[src/rtl/md_unit_pkg.sv]
// Shared types for the iterative multiply/divide unit.
// Op codes and FSM states used by md_unit and the EX stage.
package md_unit_pkg;

   typedef enum logic [2:0] {
      MD_OP_NONE  = 3'b000,
      MD_OP_MULT  = 3'b001,
      MD_OP_MULTU = 3'b010,
      MD_OP_DIV   = 3'b011,
      MD_OP_DIVU  = 3'b100,
      MD_OP_MTHI  = 3'b101,
      MD_OP_MTLO  = 3'b110
   } md_op_e;

   typedef enum logic [1:0] {
      S_IDLE = 2'b00,
      S_RUN  = 2'b01,
      S_FIX  = 2'b10
   } md_state_e;

   function automatic logic op_signed(md_op_e op);
      return (op == MD_OP_MULT) || (op == MD_OP_DIV);
   endfunction

   function automatic logic op_div(md_op_e op);
      return (op == MD_OP_DIV) || (op == MD_OP_DIVU);
   endfunction

endpackage

[src/rtl/md_unit_if.sv]
// Issue/result bundle between the EX stage and md_unit.
// master = EX side, slave = md_unit.
interface md_unit_if #(
   parameter int WIDTH = 32
);
   logic             start;
   logic [2:0]       MDOp;
   logic [WIDTH-1:0] dInA;
   logic [WIDTH-1:0] dInB;
   logic             cancel;
   logic             busy;
   logic [WIDTH-1:0] hi;
   logic [WIDTH-1:0] lo;

   modport master (
      output start, MDOp, dInA, dInB, cancel,
      input  busy, hi, lo
   );

   modport slave (
      input  start, MDOp, dInA, dInB, cancel,
      output busy, hi, lo
   );
endinterface

[src/rtl/md_unit_step.sv]
// md_step: one radix-2 iteration of the shared datapath.
// Multiply = shift-add, divide = restoring subtract-shift.
module md_step #(
   parameter int WIDTH = 32
) (
   input  logic [2*WIDTH-1:0] acc,
   input  logic [WIDTH-1:0]   operand,
   input  logic               is_div,
   output logic [2*WIDTH-1:0] acc_next
);

   logic [WIDTH:0]   sum;
   logic [2*WIDTH:0] sh;
   logic [WIDTH-1:0] diff;
   logic             ge;

   assign sum  = {1'b0, acc[2*WIDTH-1:WIDTH]}
               + (acc[0] ? {1'b0, operand} : '0);
   assign sh   = {acc, 1'b0};
   assign ge   = sh[2*WIDTH:WIDTH] >= {1'b0, operand};
   assign diff = sh[2*WIDTH-1:WIDTH] - operand;

   always_comb begin
      acc_next = {sum, acc[WIDTH-1:1]};
      if (is_div) begin
         if (ge)
            acc_next = {diff, sh[WIDTH-1:1], 1'b1};
         else
            acc_next = sh[2*WIDTH-1:0];
      end
   end

endmodule

[src/rtl/md_unit.sv]
// md_unit: iterative MULT/DIV with HI/LO, MTHI/MTLO and busy.
// MD_FAST_MULT_EN makes MULT/MULTU complete in the issue cycle.
module md_unit
   import md_unit_pkg::*;
#(
   parameter int WIDTH = 32,
   parameter int CNT_W = 6
) (
   input logic   clk,
   input logic   rst_n,
   md_unit_if.slave md
);

   md_state_e          state_q, state_d;
   logic               busy_q, busy_d;
   logic [CNT_W-1:0]   cnt_q, cnt_d;
   logic [2*WIDTH-1:0] acc_q, acc_d, acc_step;
   logic [WIDTH-1:0]   opnd_q, opnd_d;
   md_op_e             op_q, op_d;
   logic               sa_q, sa_d, sb_q, sb_d;
   logic               dz_q, dz_d;
   logic [WIDTH-1:0]   hi_q, hi_d, lo_q, lo_d;

   md_op_e             op_in;
   logic               sgn_in;
   logic [WIDTH-1:0]   a_mag, b_mag;
   logic               launch;

   logic [2*WIDTH-1:0] prod, prod_s;
   logic [WIDTH-1:0]   quo, quo_s, rem, rem_s;

   assign op_in  = md_op_e'(md.MDOp);
   assign sgn_in = op_signed(op_in);
   assign a_mag  = (sgn_in && md.dInA[WIDTH-1]) ? -md.dInA : md.dInA;
   assign b_mag  = (sgn_in && md.dInB[WIDTH-1]) ? -md.dInB : md.dInB;

`ifdef MD_FAST_MULT_EN
   logic [2*WIDTH-1:0] ext_a, ext_b, fast_prod;
   assign ext_a = {{WIDTH{sgn_in & md.dInA[WIDTH-1]}}, md.dInA};
   assign ext_b = {{WIDTH{sgn_in & md.dInB[WIDTH-1]}}, md.dInB};
   assign fast_prod = ext_a * ext_b;
`endif

   md_step #(.WIDTH(WIDTH)) u_step (
      .acc      (acc_q),
      .operand  (opnd_q),
      .is_div   (op_div(op_q)),
      .acc_next (acc_step)
   );

   // Magnitude results are corrected back to two's complement here.
   assign prod   = acc_q;
   assign prod_s = (sa_q ^ sb_q) ? -prod : prod;
   assign quo    = acc_q[WIDTH-1:0];
   assign rem    = acc_q[2*WIDTH-1:WIDTH];
   assign quo_s  = (sa_q ^ sb_q) ? -quo : quo;
   assign rem_s  = sa_q ? -rem : rem;

   always_comb begin
      state_d = state_q;
      busy_d  = busy_q;
      cnt_d   = cnt_q;
      acc_d   = acc_q;
      opnd_d  = opnd_q;
      op_d    = op_q;
      sa_d    = sa_q;
      sb_d    = sb_q;
      dz_d    = dz_q;
      hi_d    = hi_q;
      lo_d    = lo_q;
      launch  = 1'b0;
      unique case (state_q)
         S_IDLE: begin
            if (md.start && !md.cancel) begin
               case (op_in)
                  MD_OP_MTHI: hi_d = md.dInA;
                  MD_OP_MTLO: lo_d = md.dInA;
                  MD_OP_MULT, MD_OP_MULTU: begin
`ifdef MD_FAST_MULT_EN
                     {hi_d, lo_d} = fast_prod;
`else
                     launch = 1'b1;
`endif
                  end
                  MD_OP_DIV, MD_OP_DIVU: launch = 1'b1;
                  default: ;
               endcase
            end
            if (launch) begin
               acc_d   = {{WIDTH{1'b0}}, a_mag};
               opnd_d  = b_mag;
               op_d    = op_in;
               sa_d    = sgn_in & md.dInA[WIDTH-1];
               sb_d    = sgn_in & md.dInB[WIDTH-1];
               dz_d    = (md.dInB == '0);
               cnt_d   = CNT_W'(WIDTH - 1);
               state_d = S_RUN;
               busy_d  = 1'b1;
            end
         end
         S_RUN: begin
            if (md.cancel) begin
               state_d = S_IDLE;
               busy_d  = 1'b0;
            end else begin
               acc_d = acc_step;
               cnt_d = cnt_q - CNT_W'(1);
               if (cnt_q == '0)
                  state_d = S_FIX;
            end
         end
         S_FIX: begin
            state_d = S_IDLE;
            busy_d  = 1'b0;
            if (!md.cancel) begin
               if (op_div(op_q)) begin
                  hi_d = rem_s;
                  lo_d = dz_q ? '1 : quo_s;
               end else begin
                  {hi_d, lo_d} = prod_s;
               end
            end
         end
         default: begin
            state_d = S_IDLE;
            busy_d  = 1'b0;
         end
      endcase
   end

   always_ff @(posedge clk or negedge rst_n) begin
      if (!rst_n) begin
         state_q <= S_IDLE;
         busy_q  <= 1'b0;
         cnt_q   <= '0;
         acc_q   <= '0;
         opnd_q  <= '0;
         op_q    <= MD_OP_NONE;
         sa_q    <= 1'b0;
         sb_q    <= 1'b0;
         dz_q    <= 1'b0;
         hi_q    <= '0;
         lo_q    <= '0;
      end else begin
         state_q <= state_d;
         busy_q  <= busy_d;
         cnt_q   <= cnt_d;
         acc_q   <= acc_d;
         opnd_q  <= opnd_d;
         op_q    <= op_d;
         sa_q    <= sa_d;
         sb_q    <= sb_d;
         dz_q    <= dz_d;
         hi_q    <= hi_d;
         lo_q    <= lo_d;
      end
   end

   assign md.busy = busy_q;
   assign md.hi   = hi_q;
   assign md.lo   = lo_q;

endmodule

[src/flat_wrapper.sv]
// flat-port wrapper written by rule: the top's interface ports become plain ports
module md_unit_flat import md_unit_pkg::*;
#(
   parameter int WIDTH = 32,
   parameter int CNT_W = 6
)
  (clk, rst_n, md_start, md_MDOp, md_dInA, md_dInB, md_cancel, md_busy, md_hi, md_lo);
  md_unit_if #(.WIDTH(WIDTH)) md_i ();
  input logic clk;
  input logic rst_n;
  input wire logic [$bits(md_i.start)-1:0] md_start;
  input wire logic [$bits(md_i.MDOp)-1:0] md_MDOp;
  input wire logic [$bits(md_i.dInA)-1:0] md_dInA;
  input wire logic [$bits(md_i.dInB)-1:0] md_dInB;
  input wire logic [$bits(md_i.cancel)-1:0] md_cancel;
  output wire logic [$bits(md_i.busy)-1:0] md_busy;
  output wire logic [$bits(md_i.hi)-1:0] md_hi;
  output wire logic [$bits(md_i.lo)-1:0] md_lo;
  assign md_i.start = md_start;
  assign md_i.MDOp = md_MDOp;
  assign md_i.dInA = md_dInA;
  assign md_i.dInB = md_dInB;
  assign md_i.cancel = md_cancel;
  assign md_busy = md_i.busy;
  assign md_hi = md_i.hi;
  assign md_lo = md_i.lo;
  md_unit #(.WIDTH(WIDTH), .CNT_W(CNT_W)) u_core (.clk(clk), .rst_n(rst_n), .md(md_i));
endmodule
[config.mk]
export PLATFORM = sky130hd
export DESIGN_NAME = md_unit_flat
export DESIGN_NICKNAME = d
export VERILOG_FILES = /design/src/rtl/md_unit_pkg.sv /design/src/rtl/md_unit_if.sv /design/src/rtl/md_unit_step.sv /design/src/rtl/md_unit.sv /design/src/flat_wrapper.sv
export SDC_FILE = /design/constraint.sdc
export NUM_CORES = 1
export LEC_CHECK = 0
export ABC_AREA = 1
export BUFFER_PORTS_ARGS = -buffer_cell sky130_fd_sc_hd__buf_2
export CELL_PAD_IN_SITES_DETAIL_PLACEMENT = 1
export CELL_PAD_IN_SITES_GLOBAL_PLACEMENT = 1
export CORE_MARGIN = 5
export CORE_UTILIZATION = 43
export DETAILED_ROUTE_END_ITERATION = 7
export PLACE_DENSITY_LB_ADDON = 0.1
export SKIP_LAST_GASP = 1
export SLEW_MARGIN = 25
export SYNTH_ARGS = -nofsm -noshare
export SYNTH_HDL_FRONTEND = slang
export SYNTH_SLANG_ARGS = --single-unit
[constraint.sdc]
create_clock -name clk -period 3.2 [get_ports clk]
set_clock_uncertainty 0.15 [all_clocks]
set_input_delay 0.32 -clock clk [delete_from_list [all_inputs] [get_ports clk]]
set_output_delay 0.32 -clock clk [all_outputs]
set_load 0.1 [all_outputs]
# Word-level counts from Yosys, hierarchy flattened
# Index checks and enable logic that the tools add are counted.
[totals]
register_bits = 175
inputBits = 71
output_inout_bits = 65
wordCells = 94
[classes]
add_sub_neg = 8
n_lt_le_gt_ge = 1
n_eq_ne = 18
n_mux = 35
n_bitwise = 3
reduce_logical = 18
[op_table]
columns = ["cell", "count"]
rows = [
  ["32-bit two-way mux", 14],
  ["64-bit two-way mux", 5],
  ["32-bit negation", 4],
  ["32-bit one-hot mux with 2 select lines", 2],
  ["64-bit one-hot mux with 2 select lines", 1],
  ["64-bit negation", 1],
  ["32-bit by 33-bit adder with 33-bit output", 1],
  ["33-bit by 32-bit >= comparator with 1-bit output", 1],
  ["32-bit logical NOT", 1],
  ["32-bit subtractor", 1],
  ["3-bit equality test, second input constant", 4],
  ["6-bit two-way mux", 2],
  ["6-bit one-hot mux with 2 select lines", 1],
  ["2-bit != test, second input constant", 5],
  ["3-bit by 2-bit equality test with 1-bit output, second input constant", 3],
  ["4-bit AND reduction", 2],
  ["6-bit logical NOT", 1],
  ["2-bit two-way mux", 3],
  ["2-bit AND reduction", 3],
  ["6-bit by 1-bit subtractor with 6-bit output, second input constant", 1],
  ["1-bit two-way mux", 5],
  ["2-bit by 1-bit != test with 1-bit output, second input constant", 2],
  ["2-bit one-hot mux with 2 select lines", 1],
  ["2-bit nonzero test", 2],
  ["13 further kinds", 17],
]

# Depth between registers and ports, before layout
# Gate-level depths: netlist (run 1).
[depth]
word_depth = 7
depth_mapped = 20
depth_no_buf = 18

# By module
# From an unflattened synthesis (run 1), not the netlist that was laid out.
[unflattened]
cells_unflattened = 3030
hier_area_um2 = 17859.6
[modules_own_cells]
columns = ["module", "n_inst", "cells_per_inst", "area_per_inst_um2", "seq_area_each_um2"]
rows = [
  ["md_unit", 1, 1756, 11663.7, 4379.2],
  ["md_step", 1, 1274, 6195.9, 0.0],
]

# Worst setup path before layout (run 1)
# OpenSTA, ideal clock, no wires.
[synth_path]
path_kind = "register to register"
start = "reg u_core.acc_q[0]"
end = "reg u_core.acc_q[53]"
setup_ps = 117
arrival_time_ps = 2398
required_ps = 2933
path_slack_ps = 535
path_stages_with_launch = 20
path_buffers = 2
synth_period_minus_slack_ps = 2665
path_cell_list = "dfrtp_1 -> buf_2 -> clkbuf_1 -> nand2_1 -> inv_1 -> ha_1 -> inv_1 -> fa_1 -> o21ai_1 -> nand2_1 -> nand2_1 -> nand2_1 -> nand2_1 -> nand2_1 -> nand3_1 -> nand3_1 -> nand2_1 -> inv_1 -> nand2_1 -> nand2_1"
[synth_between]
elab_chain_len = 5
[synth_rtl]
columns = ["element", "line_no", "source"]
rows = [
  ["start, declared", "md_unit.sv:17", "logic [2*WIDTH-1:0] acc_q, acc_d, acc_step;"],
  ["start signal, assigned", "md_unit.sv:136", "acc_q <= '0;"],
  ["start signal, assigned", "md_unit.sv:148", "acc_q <= acc_d;"],
  ["32-bit two-way mux", "md_unit_step.sv:18", "+ (acc[0] ? {1'b0, operand} : '0);"],
  ["32-bit by 33-bit adder with 33-bit output", "md_unit_step.sv:18", ""],
  ["64-bit two-way mux", "md_unit_step.sv:25", "if (is_div) begin"],
  ["64-bit two-way mux", "md_unit.sv:102", "if (md.cancel) begin"],
  ["64-bit one-hot mux with 2 select lines", "md_unit.sv:72", "unique case (state_q)"],
]
# Every way passes these cells. The select of a mux whose other input is x is not followed.
# A chain may end at the register's enable or synchronous reset.

# Worst setup path after layout (run 1)
[layout_path]
start = "reg u_core.acc_q[31]"
end = "reg u_core.acc_q[62]"
[layout_between]
elab_chain_len = 5
word_cells_on_any_way = 6
classes_between = "add/sub (1); order compare (1); mux (4)"
[layout_rtl]
columns = ["element", "line_no", "source"]
rows = [
  ["32-bit subtractor / 33-bit by 32-bit >= comparator with 1-bit output (equally long branches)", "md_unit_step.sv:21, md_unit_step.sv:20", ""],
  ["64-bit two-way mux *", "md_unit_step.sv:26", "if (ge)"],
  ["64-bit two-way mux *", "md_unit_step.sv:25", ""],
  ["64-bit two-way mux *", "md_unit.sv:102", ""],
  ["64-bit one-hot mux with 2 select lines *", "md_unit.sv:72", ""],
]
# Mark *: on every way between the ends. The rest lies on a longest branch, timed or not. The select of a mux whose other input is x is not followed.

==> summary.md, run 1 <==
| Metric | Value |
|---|---|
| CP max-delay cell | dfrtp_1 |
| Startpoint type of the worst setup path | flip-flop |
| Post-synth EDFFs | 0 |
| Fillcell total | roughly 5700 |
| CTS tree | yes |
| R2R Setup Slk | 0.11 ns |
| Multi-input gate area | 0.01119 mm² |
| Final Hold Fails | 0 |
| Netlist cell types | 48 |
| VDD IR-drop max | 0.6666 mV |
| Post-synth top area share | 0.2506 |
| Final worst path period share | 0.9654 |
| Placeable Area | 0.04001 mm² |
| Share of cells above drive strength 1 | 0.1019 |
| Critical Path AT | 3.34 ns |
| Minimum clock period | 3.089 ns |
| Final wirelength | 90.60 mm |
| CTS Sinks | 175 |
| Asr flop ratio synth | 1.000 |
| Vias in the first global route | 21864 |
| Final #Nets | 3310 |
| Cells after DPL | 3666 |
| Die height | between 200 and 250 µm |
| Syn Nets | 3136 |
| Yosys Warn Count | 0 |
| Most common cell on crit path | nand2_1 |
| H-tree depth | 4 |
| Clk buf depth | 2 |
| Main synth FF type | dfrtp_1 |
| CP Cell Sequence | inv_1 > ha_1 > inv_1 > fa_1 > nand3_1 > nand2_1 > nand2_1 > nand2_1 > nand3_1 > nand3_1 > nand2_1 > nand3_1 > nand3_1 > nand2_1 > nand2_1 > nand2_1 |
| Setup TNS | 0 ns |
| Crit-path max cell delay | 0.45 ns |
| HPWL Detailed | 74.49 mm |
| Post-Syn Instances | 2993 |
| Routed vias | 22082 |
| Number of buffers created by CTS | 17 |
| Total of max-cap violations | 0 |
| Clk slew on worst S/H paths | 0.08 ns |
| DRC | 0 |
| Synth Area in Simple Gates | 0.3980 |
| Least-Margin Pin Slew | 1.064 ns |
| Cell taking the most area after synthesis | dfrtp_1 |
| Syn-to-layout area delta | 14.22% |
| Die width | roughly 210 µm |
| Pwr dens | 1292 mW/mm² |
| Mapped cell area | 0.01747 mm² |
| Seq. cell area | 0.004379 mm² |
| Boundary pin count | 136 |
| GR Util All Layers | 0.3971 |
| Critical path class | reg -> reg |
| Placed Area | between 0.015 and 0.02 mm² |
| Initial Util | 0.4368 |
| Routed length per instance | 24.43 µm |
| Leak Pwr | approximately 10 nW |
| Compound-cell area share of the yosys netlist | 0.1545 |
| Initial antenna violation count | 0 |
| Adder-Cell Fraction of Synth Area | 0.05241 |
| Clock Latency Late Sink | 0.51 ns |
| FMAX | 323.7 MHz |
| Hold Slack | 0.03382 ns |
| Vias per Instance | slightly below 6 |
| Largest family of logic cells by synthesized area | simple AND/OR/NAND/NOR gates |
| Xor and xnor area share after synthesis | 0.03308 |
| Hold Path Class | in -> reg |
| Drt pass-1 iters | 6 |
| Fin area | 0.01996 mm² |
| Crit. End Element | flip-flop |
| Worst Path Required | 3.45 ns |
| Overflow after GRT | 0 |
| Starting DRC count in detailed routing | 2340 |
| Root buffer cell | clkbuf_16 |
| First-pass GRT wire length | 135.4 mm |
| Syn_area_per_cell | 5.838 µm² |
| Rows | 73 |
| Largest net degree at the start of global routing | between 90 and 100 |
| Post-Layout Cell Count | 3708 |
| Mux contribution to synthesized area | 0 |
| Worst path bufs/invs | 2 |
| Area of the die | 0.04477 mm² |
| Synth top area cells | dfrtp_1, nand2_1, nor2_1, inv_1, nand3_1 |
| Final estimated routing congestion in global placement | 1.064 |
| Endpoints failing setup | 0 |
| Outcome | complete, no violations |
| #FFs+latches synth | 175 |
| CP Max Fanout | 5 |
| Fin. max-slew vios | 0 |
| ANT nets after route | 0 |
| CP top delay family | simple AND/OR/NAND/NOR gates |
| IO Port Bufs | 135 |
| Worst slew margin | 0.2896 |
| Register area share after synthesis | 0.2506 |
-- cells in the mapped netlist, drive strengths merged, types with 41 or more instances --
cell    number
a21oi      194
buf         49
clkbuf      44
dfrtp      175
ha          70
inv        400
nand2      867
nand3      268
nand4       41
nor2       446
o21ai      236
xor2        53
-- power by group --
part           total [mW]  internal (mW)  switching [mW]
combinational        19.3           4.97            14.3
clock                2.29           1.11            1.18
sequential           4.24           3.20            1.04
total                25.8           9.29            16.5
-- cell type report --
type	instances	area share
well taps	525	0.03291
flip-flops and latches	175	0.2194
multi-input cells	2323	0.5607
repair buffers	248	0.08081
clock inverters	15	0.008588
diodes	3	0.0003761
inverters	402	0.07585
clock buffers	17	0.02131
-- final timing paths --
path,startpoint,to,cells past startpoint
worst min-delay path,md_dInA[0],u_core.md.hi[0]$_DFFE_PN0P_,3
worst max-delay path,u_core.acc_q[31]$_DFFE_PN0P_,u_core.acc_q[62]$_DFFE_PN0P_,16
worst min register to register,u_core.md.lo[29]$_DFFE_PN0P_,u_core.md.lo[29]$_DFFE_PN0P_,2
worst max register to register,u_core.acc_q[31]$_DFFE_PN0P_,u_core.acc_q[62]$_DFFE_PN0P_,16
min in group asynchronous,rst_n,u_core.acc_q[62]$_DFFE_PN0P_,2
max in group asynchronous,rst_n,u_core.md.hi[25]$_DFFE_PN0P_,3
-- placed cells by master, fill, tap and decap left out, types with 5 or more instances in the layout --
cell           netlist  final
xnor2_1             13     13
o21bai_1             5      5
clkbuf_16            0     17
nand4_1             41     41
a21o_1               6      6
inv_1              391    391
o21ai_1             16     16
nand2_2              6      8
nand3_1            266    265
nand2_1            859    856
ha_1                70     70
nand3b_1             8      8
a21oi_1            191    190
nor2_2               9     10
buf_2               30    134
o211ai_1            19     19
a31oi_1             28     28
xor2_1              53     53
nor4_1               6      6
inv_2                8      8
or2_2                6      6
dlygate4sd3_1        0      7
and2_1               5      5
o31ai_1              6      6
dfrtp_1            175    175
nor3_1              30     29
nor2_1             436    434
buf_4                2    101
o21ai_0            217    217
buf_12               0      5
-- routing by layer --
layer	vias to the layer above	GRT usage	part of all wire
met5	-	0	0
met4	0	0.1539	0.044
met3	225	0.1141	0.10
met2	1044	0.5843	0.42
met1	10825	0.5513	0.43
li1	9988	-	-
-- timing repair --
item,CTS,global route
setup buffers,0,0
resized for setup,0,5
endpoints found under the setup margin,0,4
endpoints found under the hold margin,62,0
hold buffers,7,0
-- flip-flops by register name (all words and copies together), names as in the netlist --
| signal | cells |
|---|---|
| u_core.md.lo | 32 |
| u_core.md.hi | 32 |
| u_core.sb_q | 1 |
| u_core.acc_q | 64 |
| u_core.opnd_q | 32 |
| u_core.md.busy | 1 |
| u_core.state_q | 2 |
| u_core.op_q | 3 |
| u_core.dz_q | 1 |
| u_core.cnt_q | 6 |
| u_core.sa_q | 1 |
-- through the flow --
stage | setup slack (ns) | total power [mW] | utilization
3_3_place_gp | 0.01380 | 22.36 | 0.4815
3_5_place_dp | 0.05009 | 22.80 | 0.4815
6_report | 0.1108 | 25.78 | 0.4989
5_1_grt | -0.03351 | 27.18 | 0.4987
4_1_cts | 0.02051 | 25.19 | 0.4982
2_1_floorplan | 0.5355 | 16.50 | -
-- worst reg2reg max path, delay by kind of cell, from the launching register on --
kind,cells,cell delay (ns)
buffers and inverters,2,0.25
adders and majority gates,2,0.60
DFF,1,0.45
and+or+nand+nor,12,1.52
-- cell families after synthesis --
kind of cell,after synthesis
xor+xnor,66
flops,175
simple gates,1681
compound gates,504
buf+inv,495
fa+ha+maj,72
No activity file was read; power rests on OpenSTA's default activity.
==> run 2, diff against run 1 <==
- GPL_TIMING_DRIVEN: default -> 0
==> run 2 against run 1 <==
Effect of this change: sequential power grew 15%; utilization shrank 0.88 points; non-clock buffer count down 11; hold slack lost 0.0072 ns; critical endpoint is now u_core.acc_q[63]$_DFFE_PN0P_; largest power group unchanged.
==> summary.md, run 2 (synthesis gave the netlist of run 1 again) <==
| Metric | Value |
|---|---|
| Critical Path AT | 3.39 ns |
| RR Endpoint | u_core.acc_q[63]$_DFFE_PN0P_ |
| Placeable Area | 0.04001 mm² |
| Crit. End Element | flip-flop |
| Minimum clock period | 3.159 ns |
| Die height | around 210 µm |
| Startpoint type of the worst setup path | flip-flop |
| Clock Latency Late Sink | 0.50 ns |
| Share of cells above drive strength 1 | 0.08838 |
| CTS Sinks | 175 |
| HP Start | md_MDOp[2] |
| Initial antenna violation count | 0 |
| Most frequent cells in the layout | nand2_1, nor2_1, inv_1 |
| Critical path class | reg -> reg |
| FMAX | 316.5 MHz |
| CTS tree | yes |
| R2R Setup Slk | approximately 0.04 ns |
| Total of max-cap violations | 0 |
| Boundary pin count | 136 |
| Flop pwr share | 0.189 |
| Initial Util | 0.4368 |
| Syn-to-layout area delta | 12.22% |
| Routed length per instance | around 25 µm |
| Pwr dens | between 1000 and 1500 mW/mm² |
| IO Port Bufs | 135 |
| Hold Path Class | in -> reg |
| H-tree depth | 4 |
| Leading cell type in the layout, fill and taps excluded | nand2_1 |
| Cells after DPL | about 3700 |
| HPWL Detailed | approximately 77 mm |
| Root buffer cell | clkbuf_16 |
| Comb power frac | 0.727 |
| Hold Path End | u_core.op_q[2]$_DFFE_PN0P_ |
| ANT nets after route | 0 |
| Pwr Total | 25.86 mW |
| Drt pass-1 iters | 6 |
| Hold depth | 3 |
| Fin. max-slew vios | 0 |
| CP Max Fanout | 10 |
| Vias in the first global route | 22017 |
| Clock Power Share | 0.084 |
| Reg2Reg Depth | 14 |
| Number of buffers created by CTS | 17 |
| Max reg flops | 64 |
| Sw frac | 0.6558 |
| Endpoints failing setup | 0 |
| Post-Layout Cell Count | around 3700 |
| Internal power | 8.901 mW |
| Starting DRC count in detailed routing | 2370 |
| Largest net degree at the start of global routing | 88 |
| VDD IR-drop max | 1.039 mV |
| Placed Area | 0.01887 mm² |
| Final Hold Fails | 0 |
| Least-Margin Pin Slew | 1.027 ns |
| Final wirelength | 93.33 mm |
| Final worst setup slack | 0.04064 ns |
| Overflow after GRT | 0 |
| Final #Nets | about 3300 |
| Area of the die | 0.04477 mm² |
| RSZ-0062 raised after global routing | yes |
| Final worst path period share | 0.9873 |
| Final estimated routing congestion in global placement | 1.051 |
| DRC | 0 |
| Leak Pwr | 10.19 nW |
| Routed vias | approximately 22000 |
| Vias per Instance | around 6 |
| Clk slew on worst S/H paths | 0.07 ns |
| Worst Path Required | ~3.4 ns |
| Sw Pwr | approximately 17 mW |
| Setup slack after placement | -0.4924 ns |
| GR Util All Layers | 0.4064 |
| Die width | roughly 210 µm |
| Outcome | complete, no violations |
| Worst slew margin | 0.3156 |
| Rows | 73 |
| Clk buf depth | 2 |
| Most flop-heavy register | u_core.acc_q |
| First-pass GRT wire length | 136.7 mm |
| Reg2reg start | u_core.acc_q[50]$_DFFE_PN0P_ |
| Fin area | around 0.020 mm² |
## run 2: power by group through the flow
stage | clock network [mW] | registers [mW] | logic [mW]
2_1_floorplan | 0 | 6.85 | 9.64
3_3_place_gp | 0 | 4.71 | 17.6
3_5_place_dp | 0 | 4.74 | 18.0
4_1_cts | 2.18 | 4.72 | 18.2
5_1_grt | 2.26 | 4.86 | 20.0
6_report | 2.18 | 4.88 | 18.8
## run 2: worst max-delay path by stage
stage / from / to / slack (ns)
3_5_place_dp: u_core.acc_q[0]$_DFFE_PN0P_ / u_core.acc_q[61]$_DFFE_PN0P_ / -0.49
5_1_grt: u_core.acc_q[0]$_DFFE_PN0P_ / u_core.acc_q[61]$_DFFE_PN0P_ / -0.06
3_3_place_gp: rst_n / u_core.cnt_q[1]$_DFFE_PN0P_ / -1.40
4_1_cts: u_core.acc_q[0]$_DFFE_PN0P_ / u_core.acc_q[61]$_DFFE_PN0P_ / -0.06
6_report: u_core.acc_q[50]$_DFFE_PN0P_ / u_core.acc_q[63]$_DFFE_PN0P_ / 0.04
2_1_floorplan: u_core.acc_q[0]$_DFFE_PN0P_ / u_core.acc_q[53]$_DFFE_PN0P_ / 0.54
## run 2: critical path: stages (launching register included)
cell,delay [ns]
dfrtp_1,0.70
ha_1,0.39
nand2_1,0.16
inv_1,0.06
nand2_1,0.06
nand2_1,0.09
a21oi_2,0.24
nor2_1,0.10
nor2_4,0.30
nand2_8,0.13
buf_6,0.18
nand3_1,0.16
nand2_1,0.17
nand2_1,0.09
nand2_1,0.05
## run 2: cell type report
class / count / area, µm²
flip-flops and latches: 175 / 4384
multi-input cells: 2323 / 11230
repair buffers: 144 / 805.8
diodes: 1 / 2.502
inverters: 402 / 1518
fillers: 5758 / 20400
well taps: 525 / 656.9
clock buffers: 18 / 439.2
plain buffers: 93 / 445.4
clock inverters: 13 / 127.6
## run 2: repair_timing
| item | CTS | global route |
|---|---|---|
| endpoints found under the hold margin | 97 | 0 |
| setup endpoints to repair | 18 | 43 |
| gates resized for setup | 6 | 34 |
| hold buffers | 5 | 0 |
| pin swaps | 1 | 2 |
| buffers inserted | 1 | 1 |
## run 2: per-stage QoR
stage	hold slack, ns	util	TNS (ns)
after floorplan	-0.1256	-	0
after global placement	0.3219	0.4701	-241.69
after detailed placement	-0.02514	0.4717	-3.469
after CTS	0.002626	0.4878	-0.05678
after global routing	0.03874	0.4901	-0.1504
final	0.02659	0.4901	0
## run 2: per-layer routing
metal,track usage,share of wire,vias to the layer above,wire (µm)
met3,0.1042,0.10,239,9620
met2,0.6206,0.44,1074,40750
met5,0,0,-,0
met1,0.5430,0.41,10799,38360
met4,0.1821,0.049,0,4597
li1,-,-,9938,-
